==> src/rtl/bcd_convert_arbiter.sv <==
// Round-robin arbiter that time-shares one 16-bit double-dabble binary-to-BCD
// converter among NUM_REQ requesters. One conversion is in flight at a time.
module bcd_convert_arbiter #(
    parameter int unsigned NUM_REQ = 4,
    localparam int unsigned ID_W = $clog2(NUM_REQ)
) (
    input  logic                    clock,
    input  logic                    reset,
    input  logic [NUM_REQ-1:0]      req_valid,
    input  logic [16*NUM_REQ-1:0]   req_bin,
    output logic [NUM_REQ-1:0]      req_ready,
    output logic                    rsp_valid,
    input  logic                    rsp_ready,
    output logic [19:0]             rsp_bcd,
    output logic [ID_W-1:0]         rsp_id,
    output logic                    busy
);

    typedef enum logic [1:0] {
        StIdle,
        StLoad,
        StConv,
        StResp
    } state_e;

    state_e          state_q, state_d;
    logic [ID_W-1:0] rr_ptr_q;
    logic [ID_W-1:0] id_q;
    logic [15:0]     op_q;

    logic            grant_found;
    logic [ID_W-1:0] grant_idx;
    int unsigned     cand;
    logic [ID_W-1:0] cand_idx;

    // Converter state
    logic [15:0]     sh_q;
    logic [19:0]     bcd_q;
    logic [4:0]      cnt_q;
    logic [19:0]     bcd_adj;
    logic            conv_load;
    logic            conv_done;

    // Pick the first valid requester at or after rr_ptr, wrapping.
    always_comb begin
        grant_found = 1'b0;
        grant_idx   = '0;
        cand        = 0;
        cand_idx    = '0;
        for (int unsigned i = 0; i < NUM_REQ; i++) begin
            cand = 32'(rr_ptr_q) + i;
            if (cand >= NUM_REQ) begin
                cand = cand - NUM_REQ;
            end
            cand_idx = ID_W'(cand);
            if (!grant_found && req_valid[cand_idx]) begin
                grant_found = 1'b1;
                grant_idx   = cand_idx;
            end
        end
    end

    // FSM next state and accept strobe; req_ready only ever high in IDLE.
    always_comb begin
        state_d   = state_q;
        req_ready = '0;
        unique case (state_q)
            StIdle: begin
                if (grant_found && !reset) begin
                    req_ready[grant_idx] = 1'b1;
                    state_d              = StLoad;
                end
            end
            StLoad: state_d = StConv;
            StConv: begin
                if (conv_done) begin
                    state_d = StResp;
                end
            end
            StResp: begin
                if (rsp_ready) begin
                    state_d = StIdle;
                end
            end
            default: state_d = StIdle;
        endcase
    end

    // FSM state, round-robin pointer and grant-cycle operand capture.
    always_ff @(posedge clock) begin
        if (reset) begin
            state_q  <= StIdle;
            rr_ptr_q <= '0;
            id_q     <= '0;
            op_q     <= '0;
        end else begin
            state_q <= state_d;
            if (state_q == StIdle && grant_found) begin
                op_q <= req_bin[16*grant_idx +: 16];
                id_q <= grant_idx;
            end
            if (state_q == StResp && rsp_ready) begin
                rr_ptr_q <= (id_q == ID_W'(NUM_REQ - 1)) ? '0 : id_q + 1'b1;
            end
        end
    end

    // Double-dabble add-3 correction on every BCD digit before the shift.
    always_comb begin
        bcd_adj = '0;
        for (int k = 0; k < 5; k++) begin
            bcd_adj[4*k +: 4] = (bcd_q[4*k +: 4] >= 4'd5) ? bcd_q[4*k +: 4] + 4'd3
                                                          : bcd_q[4*k +: 4];
        end
    end

    assign conv_load = reset || (state_q == StLoad);
    assign conv_done = (cnt_q == 5'd16);

    // Converter: reload on its reset, then one shift per cycle for 16 cycles and hold.
    always_ff @(posedge clock) begin
        if (conv_load) begin
            sh_q  <= reset ? 16'd0 : op_q;
            bcd_q <= '0;
            cnt_q <= '0;
        end else if (!conv_done) begin
            bcd_q <= {bcd_adj[18:0], sh_q[15]};
            sh_q  <= {sh_q[14:0], 1'b0};
            cnt_q <= cnt_q + 5'd1;
        end
    end

    assign rsp_valid = (state_q == StResp);
    assign rsp_bcd   = bcd_q;
    assign rsp_id    = id_q;
    assign busy      = (state_q != StIdle);

endmodule

==> config.mk <==
export PLATFORM = sky130hd
export DESIGN_NAME = bcd_convert_arbiter
export DESIGN_NICKNAME = d
export VERILOG_FILES = /design/src/rtl/bcd_convert_arbiter.sv
export SDC_FILE = /design/constraint.sdc
export NUM_CORES = 1
export LEC_CHECK = 0
export ABC_AREA = 1
export CAP_MARGIN = 40
export CELL_PAD_IN_SITES_DETAIL_PLACEMENT = 1
export CELL_PAD_IN_SITES_GLOBAL_PLACEMENT = 2
export CORE_ASPECT_RATIO = 0.75
export CORE_MARGIN = 2
export CORE_UTILIZATION = 27
export CTS_CLUSTER_DIAMETER = 150
export DETAILED_ROUTE_END_ITERATION = 12
export HOLD_SLACK_MARGIN = 0.06
export PLACE_DENSITY = 0.79
export SETUP_SLACK_MARGIN = 0.1
export SLEW_MARGIN = 10
export SYNTH_ARGS = -nofsm -noshare
export SYNTH_HDL_FRONTEND = slang
export SYNTH_SLANG_ARGS = --single-unit
==> constraint.sdc <==
create_clock -name clock -period 2.7 [get_ports clock]
set_input_delay 0.27 -clock clock [delete_from_list [all_inputs] [get_ports clock]]
set_output_delay 0.27 -clock clock [all_outputs]
set_load 0.02 [all_outputs]
==> flow_metrics.py <==
metrics = {
    "critical_path": {
        "slowest_delay_ns": 0.44,
        "cp.required_ns": 2.43,
        "r2r_start": "rr_ptr_q[0]$_SDFFE_PP0P_",
        "path_cells": "inv_4 > nand2_1 > nand2_1 > nand2_1 > nand2_2 > nor2_4 > nand3_4 > nand3_4 > inv_1 > nor3_1 > clkdlybuf4s15_1",
        "ff2ff_path_depth": 15,
        "r2r-end": "op_q[8]$_SDFFE_PP0P_",
        "crit_path_start": "rr_ptr_q[0]$_SDFFE_PP0P_",
        "crit_slowest_cell": "dfxtp_2",
        "crit_buf_inv": 3,
        "regToRegSetupSlack_ns": 0.66,
        "criticalPathCategory": "reg -> out",
        "path_max_fanout": 10,
        "cp-start-kind": "register",
        "cp_top_family": "simple AND/OR/NAND/NOR gates",
        "endpoint_kind": "output pin",
        "crit_top_cell": "nand2_1",
        "cp.arrival_ns": 2.17,
    },
    "cts": {
        "clk_pin_slew_ns": 0.06,
        "clock-sinks": 63,
        "cts_tree": "built",
        "clk-insertion-delay-late_ns": 0.33,
        "cts.path.max_buffers": 2,
        "hold_buffers": 0,
        "clockRootBuffer": "clkbuf_16",
        "cts_buffers": 9,
        "htree_levels": 3,
        "cts_setup_buffers": 0,
    },
    "floorplan": {
        "start_util": 0.2774,
        "die_area_sq_um": 15150,
        "pin_count": 99,
        "die_h_um": 107.1,
        "coreArea_sq_um": 13800,
        "std_cell_rows": 37,
        "die_x_um": 141.5,
    },
    "global_routing": {
        "grt_remaining_overflow": 0,
        "grt_pass1_wl_um": 19720,
        "grt_max_degree": 33,
        "grt.total_usage": 0.1621,
        "grt_pass1_vias": 4131,
        "antenna_found_initial": 0,
    },
    "pwr": {
        "leakagePower_uw": 0.002366,
        "power_density_nw_per_um2": 753.0,
        "p_int_uw": 2431,
        "clkPwrFrac": 0.267,
        "sw_frac_of_total": 0.3860,
        "vdd_ir_drop_max_mv": 0.3979,
        "p_comb_frac": 0.409,
        "seqPwrFrac": 0.324,
        "p_switching_uw": 1528,
    },
    "sta": {
        "finalSetupViolations": 0,
        "min_period_ns": 2.443,
        "fin_setup_tns_ns": 0,
        "maxSlewHeadroom": 0.6727,
        "clock_skew_ns": 0.008507,
        "rsz0062_at_grt": "true",
        "worst_pin_slew_ns": 0.4904,
        "finalCritPeriodShare": 0.9050,
        "fmax_mhz": 409.3,
        "fin_hold_ws_ns": 0.4698,
        "finalHoldViolations": 0,
        "slew_viol_final": 0,
    },
    "route": {
        "drt_iter0_markers": 169,
        "drtAntennaViolNets": 0,
        "vias_per_cell": 4.797,
        "vias": 3929,
        "wl_per_cell_um": 14.17,
        "routed_wl_um": 11600,
        "drc": 0,
        "drt_pass1_iterations": 4,
    },
    "layout": {
        "n_fill_cell": 1684,
        "utilization": 0.3812,
        "seq_area_sq_um": 1423,
        "final_cells": 819,
        "area_growth_pct": 37.40,
        "final_nets": 727,
        "drive_above_1_share": 0.07143,
        "num_antenna_cells": 0,
        "multi_input_area_sq_um": 1979,
    },
    "placed_design": {
        "portBuffers": 98,
        "placed_cells": 803,
        "globalplace.congestion": 0.7961,
        "hpwl_um": 8729,
    },
    "synthesis": {
        "synth-compound-area-share": 0.1324,
        "synth_top_family_by_area": "simple AND/OR/NAND/NOR gates",
        "synth-simple-area-share": 0.3063,
        "synthCells": 541,
        "synthAdderAreaFrac": 0.05557,
        "yosysSeqAreaShare": 0.3714,
        "synthMuxAreaShare": 0,
        "syn_area_per_cell_sq_um": 7.075,
        "ys_ff_latch": 63,
        "yosysWarnings": 0,
        "syn-cell-area_sq_um": 3827,
        "synthXorXnorAreaFrac": 0.02288,
        "ys_types": 34,
        "syn_nets": 629,
    },
    "flow_run": {
        "drv_cap": 0,
    },
    "worst_hold_path": {
        "hp-class": "reg -> reg",
        "hold_path_end": "rsp_bcd[0]$_SDFFE_PN0P_",
        "hold_depth": 2,
        "hp-start": "sh_q[15]$_DFFE_PP_",
    },
    "status": {
        "status": "finished clean",
    },
}
## metal layers
layer / global-route usage / part of all wire / vias up
met4: 0.04857 / 0.017 / 0
li1: - / - / 1982
met3: 0.03707 / 0.027 / 17
met2: 0.2923 / 0.50 / 46
met5: 0 / 0 / -
met1: 0.1924 / 0.46 / 1884
## cells in the final DEF (no fill, tap or decap), types with 15 or more instances in the layout
cell type	count
nand3_1	26
inv_1	69
clkdlybuf4s50_1	94
ha_1	17
a21oi_1	34
o21ai_0	31
nand2_1	175
dfxtp_1	46
nand4_1	34
buf_4	15
edfxtp_1	16
## Yosys cell counts
cell | number | share of area
o31ai_1 | 5 | 0.0098
nor3_1 | 7 | 0.0092
a32o_1 | 5 | 0.013
xnor2_1 | 1 | 0.0023
clkbuf_1 | 6 | 0.0059
dfxtp_1 | 47 | 0.25
nor2_2 | 1 | 0.0016
nand4_1 | 34 | 0.056
buf_2 | 13 | 0.017
buf_4 | 4 | 0.0078
nand3_1 | 26 | 0.034
clkinv_1 | 1 | 0.00098
a31oi_1 | 1 | 0.0016
nor2_1 | 9 | 0.0088
o22ai_1 | 8 | 0.013
ha_1 | 17 | 0.056
a22oi_1 | 1 | 0.0020
inv_2 | 2 | 0.0020
buf_6 | 2 | 0.0059
nand2_1 | 175 | 0.17
o21a_1 | 1 | 0.0020
xor2_1 | 9 | 0.021
buf_1 | 1 | 0.00098
nor2_4 | 1 | 0.0029
nand3_2 | 2 | 0.0052
nand2_2 | 5 | 0.0082
nand3_4 | 2 | 0.0092
edfxtp_1 | 16 | 0.13
o21ai_1 | 1 | 0.0013
inv_4 | 2 | 0.0033
o21ai_0 | 31 | 0.041
inv_1 | 69 | 0.068
o32ai_1 | 2 | 0.0046
a21oi_1 | 34 | 0.044
## worst reg2reg max path, delay by kind of cell (launching register included)
family        cells  cell delay, ns
buf+inv           3            0.46
simple gates     12            1.09
flops             1            0.44
## flip-flops by register name, indices dropped and copies added, names as in the netlist
register	count
op_q	16
rsp_bcd	20
cnt_q	5
rr_ptr_q	2
sh_q	16
rsp_id	2
state_q	2
## power groups by stage
stage | Clock (uW) | Sequential, uW | Combinational (uW)
2_1_floorplan | 0 | 1290 | 1140
3_5_place_dp | 0 | 1300 | 1660
4_1_cts | 1080 | 1280 | 1660
6_report | 1060 | 1280 | 1620
3_3_place_gp | 0 | 1290 | 1620
5_1_grt | 1120 | 1300 | 1880
## through the flow
stage,area [sq um],setup WS (ns),power [uW]
after floorplan,3827,0.5816,2423
after global placement,4996,0.09458,2912
after detailed placement,4996,0.01878,2962
after CTS,5260,0.2136,4033
after global routing,5259,0.07102,4310
final,5259,0.2566,3960
## worst max path at each step
stage | endpoint | cells after the start
2_1_floorplan | req_ready[0] | 11
3_3_place_gp | req_ready[0] | 12
4_1_cts | req_ready[0] | 11
6_report | req_ready[2] | 11
3_5_place_dp | req_ready[0] | 11
5_1_grt | req_ready[2] | 11
## kinds of logic after synthesis
group / count (synthesis)
AOI/OAI and AO/OA: 89
adders and majority gates: 17
xor gates and xnor gates: 10
and+or+nand+nor: 262
DFF: 63
buffers and inverters: 100
## area by class of cell
class | count | share of cell area
clock buffers | 12 | 0.04687
flip-flops and latches | 63 | 0.2705
clock inverters | 4 | 0.004045
well taps | 175 | 0.04164
inverters | 74 | 0.05377
multi-input cells | 378 | 0.3764
repair buffers | 113 | 0.2068
## repair_timing
item | in CTS | in global routing
gates resized for setup | 5 | 5
endpoints found under the setup margin | 4 | 3
endpoints found under the hold margin | 0 | 0
No activity file was read; power rests on OpenSTA's default activity.
